**config.mk**
```make
export PLATFORM = sky130hd
export DESIGN_NAME = vga_text_writer
export DESIGN_NICKNAME = d
export VERILOG_FILES = /design/src/rtl/vga_text_pkg.sv /design/src/rtl/vga_cursor.sv /design/src/rtl/vga_text_writer.sv
export SDC_FILE = /design/constraint.sdc
export NUM_CORES = 1
export LEC_CHECK = 0
export ABC_AREA = 0
export CELL_PAD_IN_SITES_DETAIL_PLACEMENT = 1
export CELL_PAD_IN_SITES_GLOBAL_PLACEMENT = 2
export CORE_ASPECT_RATIO = 2
export CORE_MARGIN = 5
export CORE_UTILIZATION = 34
export DETAILED_ROUTE_END_ITERATION = 8
export MAX_ROUTING_LAYER = met4
export PLACE_DENSITY = 0.85
export SYNTH_ARGS = -nofsm -noshare
export SYNTH_HDL_FRONTEND = slang
export SYNTH_SLANG_ARGS = --single-unit
```
**constraint.sdc**
```tcl
create_clock -name clk_50mhz -period 5.9 [get_ports clk_50mhz]
set_input_delay 1.18 -clock clk_50mhz [delete_from_list [all_inputs] [get_ports clk_50mhz]]
set_output_delay 1.18 -clock clk_50mhz [all_outputs]
set_load 0.03 [all_outputs]
```
**src/rtl/vga_text_pkg.sv**
```systemverilog
// Shared constants, control codes and FSM encoding for the VGA text writer.
package vga_text_pkg;

   localparam int         COLS_DEF  = 32;
   localparam int         ROWS_DEF  = 30;
   localparam logic [7:0] BLANK_DEF = 8'h20;

   localparam logic [7:0] CH_BS    = 8'h08;
   localparam logic [7:0] CH_LF    = 8'h0A;
   localparam logic [7:0] CH_FF    = 8'h0C;
   localparam logic [7:0] CH_CR    = 8'h0D;
   localparam logic [7:0] PRINT_LO = 8'h20;
   localparam logic [7:0] PRINT_HI = 8'h7E;

   typedef enum logic [1:0] {
      ST_CLEAR = 2'd0,
      ST_IDLE  = 2'd1,
      ST_WRITE = 2'd2
   } state_t;

   // Video memory cell address: 32-column pitch regardless of COLS.
   function automatic logic [12:0] cell_addr(input logic [4:0] row, input logic [4:0] col);
      return {3'b000, row, col};
   endfunction

endpackage

```
**src/rtl/vga_cursor.sv**
```systemverilog
// Row/column counter with wrap; used both as the text cursor and as the clear sweep.
module vga_cursor
   import vga_text_pkg::*;
#(
   parameter int COLS = COLS_DEF,
   parameter int ROWS = ROWS_DEF
) (
   input  logic       clk,
   input  logic       rst_n,
   input  logic       i_home,
   input  logic       i_advance,
   input  logic       i_newline,
   input  logic       i_cr,
   input  logic       i_back,
   output logic [4:0] o_row,
   output logic [4:0] o_col
);

   localparam logic [4:0] LAST_COL = 5'(COLS - 1);
   localparam logic [4:0] LAST_ROW = 5'(ROWS - 1);

   logic [4:0] r_row;
   logic [4:0] r_col;
   logic [4:0] w_row_inc;

   // Bottom row wraps to the top; there is no scrolling.
   assign w_row_inc = (r_row == LAST_ROW) ? 5'd0 : r_row + 5'd1;

   always_ff @(posedge clk or negedge rst_n) begin
      if (!rst_n) begin
         r_row <= 5'd0;
         r_col <= 5'd0;
      end else if (i_home) begin
         r_row <= 5'd0;
         r_col <= 5'd0;
      end else if (i_advance) begin
         if (r_col == LAST_COL) begin
            r_col <= 5'd0;
            r_row <= w_row_inc;
         end else begin
            r_col <= r_col + 5'd1;
         end
      end else if (i_newline) begin
         r_col <= 5'd0;
         r_row <= w_row_inc;
      end else if (i_cr) begin
         r_col <= 5'd0;
      end else if (i_back && (r_col != 5'd0)) begin
         r_col <= r_col - 5'd1;
      end
   end

   assign o_row = r_row;
   assign o_col = r_col;

endmodule

```
**src/rtl/vga_text_writer.sv**
```systemverilog
// Character-stream to text-mode video memory writer with cursor control and screen clear.
module vga_text_writer
   import vga_text_pkg::*;
#(
   parameter int         COLS  = COLS_DEF,
   parameter int         ROWS  = ROWS_DEF,
   parameter logic [7:0] BLANK = BLANK_DEF
) (
   input  logic        clk_50mhz,
   input  logic        rst,
   input  logic [7:0]  ch_data,
   input  logic        ch_valid,
   output logic        ch_ready,
   output logic        Memwrite,
   output logic [12:0] mem_addr,
   output logic [7:0]  mem_data,
   output logic [4:0]  cursor_row,
   output logic [4:0]  cursor_col,
   output logic        busy
);

   localparam logic [4:0] LAST_COL = 5'(COLS - 1);
   localparam logic [4:0] LAST_ROW = 5'(ROWS - 1);

   state_t      r_state;
   logic        r_memwrite;
   logic [12:0] r_mem_addr;
   logic [7:0]  r_mem_data;
   logic        r_clear_last;

   logic        w_accept;
   logic        w_printable;
   logic        w_is_lf;
   logic        w_is_cr;
   logic        w_is_ff;
   logic        w_bs_ok;
   logic        w_clr_step;
   logic        w_clr_at_end;
   logic        w_cur_home;
   logic [4:0]  w_cur_row;
   logic [4:0]  w_cur_col;
   logic [4:0]  w_clr_row;
   logic [4:0]  w_clr_col;

   assign w_accept    = ch_valid && (r_state == ST_IDLE);
   assign w_printable = (ch_data >= PRINT_LO) && (ch_data <= PRINT_HI);
   assign w_is_lf     = (ch_data == CH_LF);
   assign w_is_cr     = (ch_data == CH_CR);
   assign w_is_ff     = (ch_data == CH_FF);
   assign w_bs_ok     = (ch_data == CH_BS) && (w_cur_col != 5'd0);

   // The cycle after the last blank is issued homes the cursor and leaves CLEAR.
   assign w_clr_step   = (r_state == ST_CLEAR) && !r_clear_last;
   assign w_cur_home   = (r_state == ST_CLEAR) && r_clear_last;
   assign w_clr_at_end = (w_clr_row == LAST_ROW) && (w_clr_col == LAST_COL);

   vga_cursor #(.COLS(COLS), .ROWS(ROWS)) u_cursor (
      .clk       (clk_50mhz),
      .rst_n     (rst),
      .i_home    (w_cur_home),
      .i_advance (w_accept && w_printable),
      .i_newline (w_accept && w_is_lf),
      .i_cr      (w_accept && w_is_cr),
      .i_back    (w_accept && w_bs_ok),
      .o_row     (w_cur_row),
      .o_col     (w_cur_col)
   );

   vga_cursor #(.COLS(COLS), .ROWS(ROWS)) u_sweep (
      .clk       (clk_50mhz),
      .rst_n     (rst),
      .i_home    (w_accept && w_is_ff),
      .i_advance (w_clr_step),
      .i_newline (1'b0),
      .i_cr      (1'b0),
      .i_back    (1'b0),
      .o_row     (w_clr_row),
      .o_col     (w_clr_col)
   );

   always_ff @(posedge clk_50mhz or negedge rst) begin
      if (!rst) begin
         r_state      <= ST_CLEAR;
         r_memwrite   <= 1'b0;
         r_mem_addr   <= 13'd0;
         r_mem_data   <= 8'd0;
         r_clear_last <= 1'b0;
      end else begin
         case (r_state)
            ST_CLEAR: begin
               if (r_clear_last) begin
                  r_memwrite   <= 1'b0;
                  r_clear_last <= 1'b0;
                  r_state      <= ST_IDLE;
               end else begin
                  r_memwrite   <= 1'b1;
                  r_mem_addr   <= cell_addr(w_clr_row, w_clr_col);
                  r_mem_data   <= BLANK;
                  r_clear_last <= w_clr_at_end;
               end
            end
            ST_IDLE: begin
               r_memwrite <= 1'b0;
               if (ch_valid) begin
                  if (w_printable) begin
                     r_memwrite <= 1'b1;
                     r_mem_addr <= cell_addr(w_cur_row, w_cur_col);
                     r_mem_data <= ch_data;
                     r_state    <= ST_WRITE;
                  end else if (w_bs_ok) begin
                     r_memwrite <= 1'b1;
                     r_mem_addr <= cell_addr(w_cur_row, w_cur_col - 5'd1);
                     r_mem_data <= BLANK;
                     r_state    <= ST_WRITE;
                  end else if (w_is_ff) begin
                     r_state <= ST_CLEAR;
                  end
               end
            end
            ST_WRITE: begin
               r_memwrite <= 1'b0;
               r_state    <= ST_IDLE;
            end
            default: begin
               r_memwrite <= 1'b0;
               r_state    <= ST_CLEAR;
            end
         endcase
      end
   end

   assign ch_ready   = (r_state == ST_IDLE);
   assign busy       = (r_state == ST_CLEAR);
   assign Memwrite   = r_memwrite;
   assign mem_addr   = r_mem_addr;
   assign mem_data   = r_mem_data;
   assign cursor_row = w_cur_row;
   assign cursor_col = w_cur_col;

endmodule

```
==> metrics.csv <==
metric;value;unit
status;completed;
ys_ff_latch;42;
place_inst;390;
power.total;1.62;mW
critPathLaunchType;input pin;
fp.coreArea;0.00694;mm2
cp_data_arrival_time;3920;ps
hold_slack;482;ps
gp_congestion;0.869;
cts_tree;built;
finClkSkew;4.13;ps
fmax;0.267;GHz
min_period;3750;ps
seq_area_frac_synth;43.6;%
drc_errors;0;
synth_edf_count;0;
final_common_cell;dfrtp_1;
first_pass_iters;4;
synth-simple-area-share;24.4;%
postRouteAntennaNets;0;
multi_input_area;0.00127;mm2
path_buf_inv;2;
fp.dieH;129;um
final_nets;327;
n_fill_cell;816;
required;6070;ps
synth_top_family_by_area;simple AND/OR/NAND/NOR gates;
grt_pass1_wl;12400;um
period_share;63.6;%
setup_tns;0;ps
place_hpwl;5500;um
yosys_warnings;0;
die_w;69.5;um
p_per_area;535;mW/mm2
port_buffers;41;
syn_to_final_growth;26.2;%
cts_max_level;2;
initial_core_util;34.7;%
final_cell_mix;dfrtp_1, clkdlybuf4s50_1, nand2_1;
p_leak;1.22;nW
tightest_slew;1250;ps
post-cts-setup-buffers;0;
grt_pass1_vias;2454;
synthFlopType;dfrtp_1;
synth_area_leader_cell;dfrtp_1;
hold_path.class;reg2reg;
ir_worst_vdd;247;uV
viasPerCell;5.59;
grt_max_degree;43;
hold_buffers;0;
drive_gt1_share;5.19;%
root_buffer;clkbuf_16;
synth_top_area_share;43.6;%
synth_area;0.00241;mm2
synthTopCellsByArea;dfrtp_1, ha_1, nand2_1, o21ai_0, a21oi_1;
crit_type;in2reg;
synth_xor_area_share;0.364;%
grt_setup_unrepaired;false;
setup_violations;0;
path_max_fanout;34;
synth.area.mux_share;2.08;%
cts_resized;0;
yosysUniqueCellTypes;50;
num_vias;2225;
track_usage;18.3;%
drt-initial-drc-count;153;
wl_per_cell;19.1;um
final_max_slew_viol_count;0;
layout.cells.non_filler;398;
setup_slack;2150;ps
post-place-ws;1820;ps
synthAdderAreaFrac;4.68;%
cts_sinks;42;
async_reset_ff_share;100;%
crit_family;compound AO/OA/AOI/OAI gates;
max_cap_violations;0;
synth-compound-area-share;20.2;%
regArea;0.00105;mm2
worstSetupEndpointType;register;
grt-ovfl-total;0;
antenna_cells;0;
postRouteWirelength;7600;um
slowest_delay;1140;ps
critPathSlowestCell;a311oi_4;
path_clk_slew;60;ps
avgSynthCellArea;8.86;um2
relSlewSlack;16.7;%
grt_antenna_before_repair;0;
hold_viol_final;0;
crit_chain;clkdlybuf4s50_1, nand3_1, o21a_1, a311oi_4, inv_1, nor2_1, a31oi_1;
numCtsBuffers;5;
insertion_delay;290;ps
netlist_instances;272;
placementRows;43;
clk_path_buf_depth;2;
die_area;0.00897;mm2
boundaryPins;45;
-- layout make-up --
class / count / area share (%)
Clock buffer: 6 / 4.57
Clock inverter: 2 / 0.412
Inverter: 10 / 1.24
Multi-Input combinational cell: 206 / 41.9
Sequential cell: 42 / 34.6
Tap cell: 90 / 3.71
Timing Repair Buffer: 42 / 13.6
-- tightest hold or removal path, cell delays in order (launching register included) --
cell and delay (ps):
dfrtp_1 340, nand2_1 50, o21ai_0 60
-- through the flow --
step | instance area [um2] | util, %
5_1_grt | 3040 | 43.8
3_3_place_gp | 2890 | 41.6
3_5_place_dp | 2890 | 41.6
4_1_cts | 3040 | 43.8
2_1_floorplan | 2420 | -
6_report | 3040 | 43.8
-- sequential cells by signal, summed over array words and instances, names as in the netlist --
register / flops
mem_data: 8
u_sweep.o_row: 5
mem_addr: 10
u_cursor.o_row: 5
u_cursor.o_col: 5
u_sweep.o_col: 5
Memwrite: 1
r_state: 2
r_clear_last: 1
-- where the power goes --
group	switching [mW]	leakage (nW)	internal [mW]	total (mW)
sequential	0.138	0.520	0.401	0.539
combinational	0.488	0.627	0.312	0.800
clock	0.118	0.0729	0.168	0.286
-- final timing paths --
path	start	cells past startpoint	slack, ps	end
max	ch_data[1]	7	2150	mem_addr[1]
min	mem_data[4]	2	480	mem_data[4]
max reg2reg	u_cursor.o_col[0]	8	2770	mem_addr[1]
min reg2reg	mem_data[4]	2	480	mem_data[4]
max in group asynchronous	rst	1	4240	u_cursor.o_row[2]
min in group asynchronous	rst	1	1050	mem_addr[9]
-- per-layer routing --
metal	part of all wire, %	GRT usage [%]	vias to the layer above
met2	55	33.3	55
met3	2.8	2.80	14
met5	0	-	-
met4	3.4	9.44	0
li1	-	-	1060
met1	39	18.7	1096
-- synthesized netlist by cell type (2+ instances only) --
cell type  count
dfrtp_1       42
nand2_1       30
o21ai_0       22
nor2_1        20
a21oi_1       15
clkbuf_1      13
nor3_1        11
nand3_1       10
ha_1           9
inv_1          9
a31oi_1        7
o31ai_1        7
or3_1          6
mux2i_1        5
nand3b_1       5
and3_1         4
nand4_1        4
o211ai_1       4
a311oi_1       3
and2_1         3
buf_4          3
nor3b_1        3
nor4_1         3
o21a_1         3
a211oi_1       2
a21o_1         2
nor4b_1        2
o311ai_0       2
or4_1          2
-- kinds of logic (layout without fill, tap and decap cells) --
group | count (synthesis) | after routing
xor+xnor | 1 | 1
flops | 42 | 42
other cells | 1 | 3
simple gates | 112 | 112
mux | 5 | 5
buf+inv | 26 | 60
compound gates | 76 | 76
fa+ha+maj | 9 | 9
No activity file was read; power rests on OpenSTA's default activity.
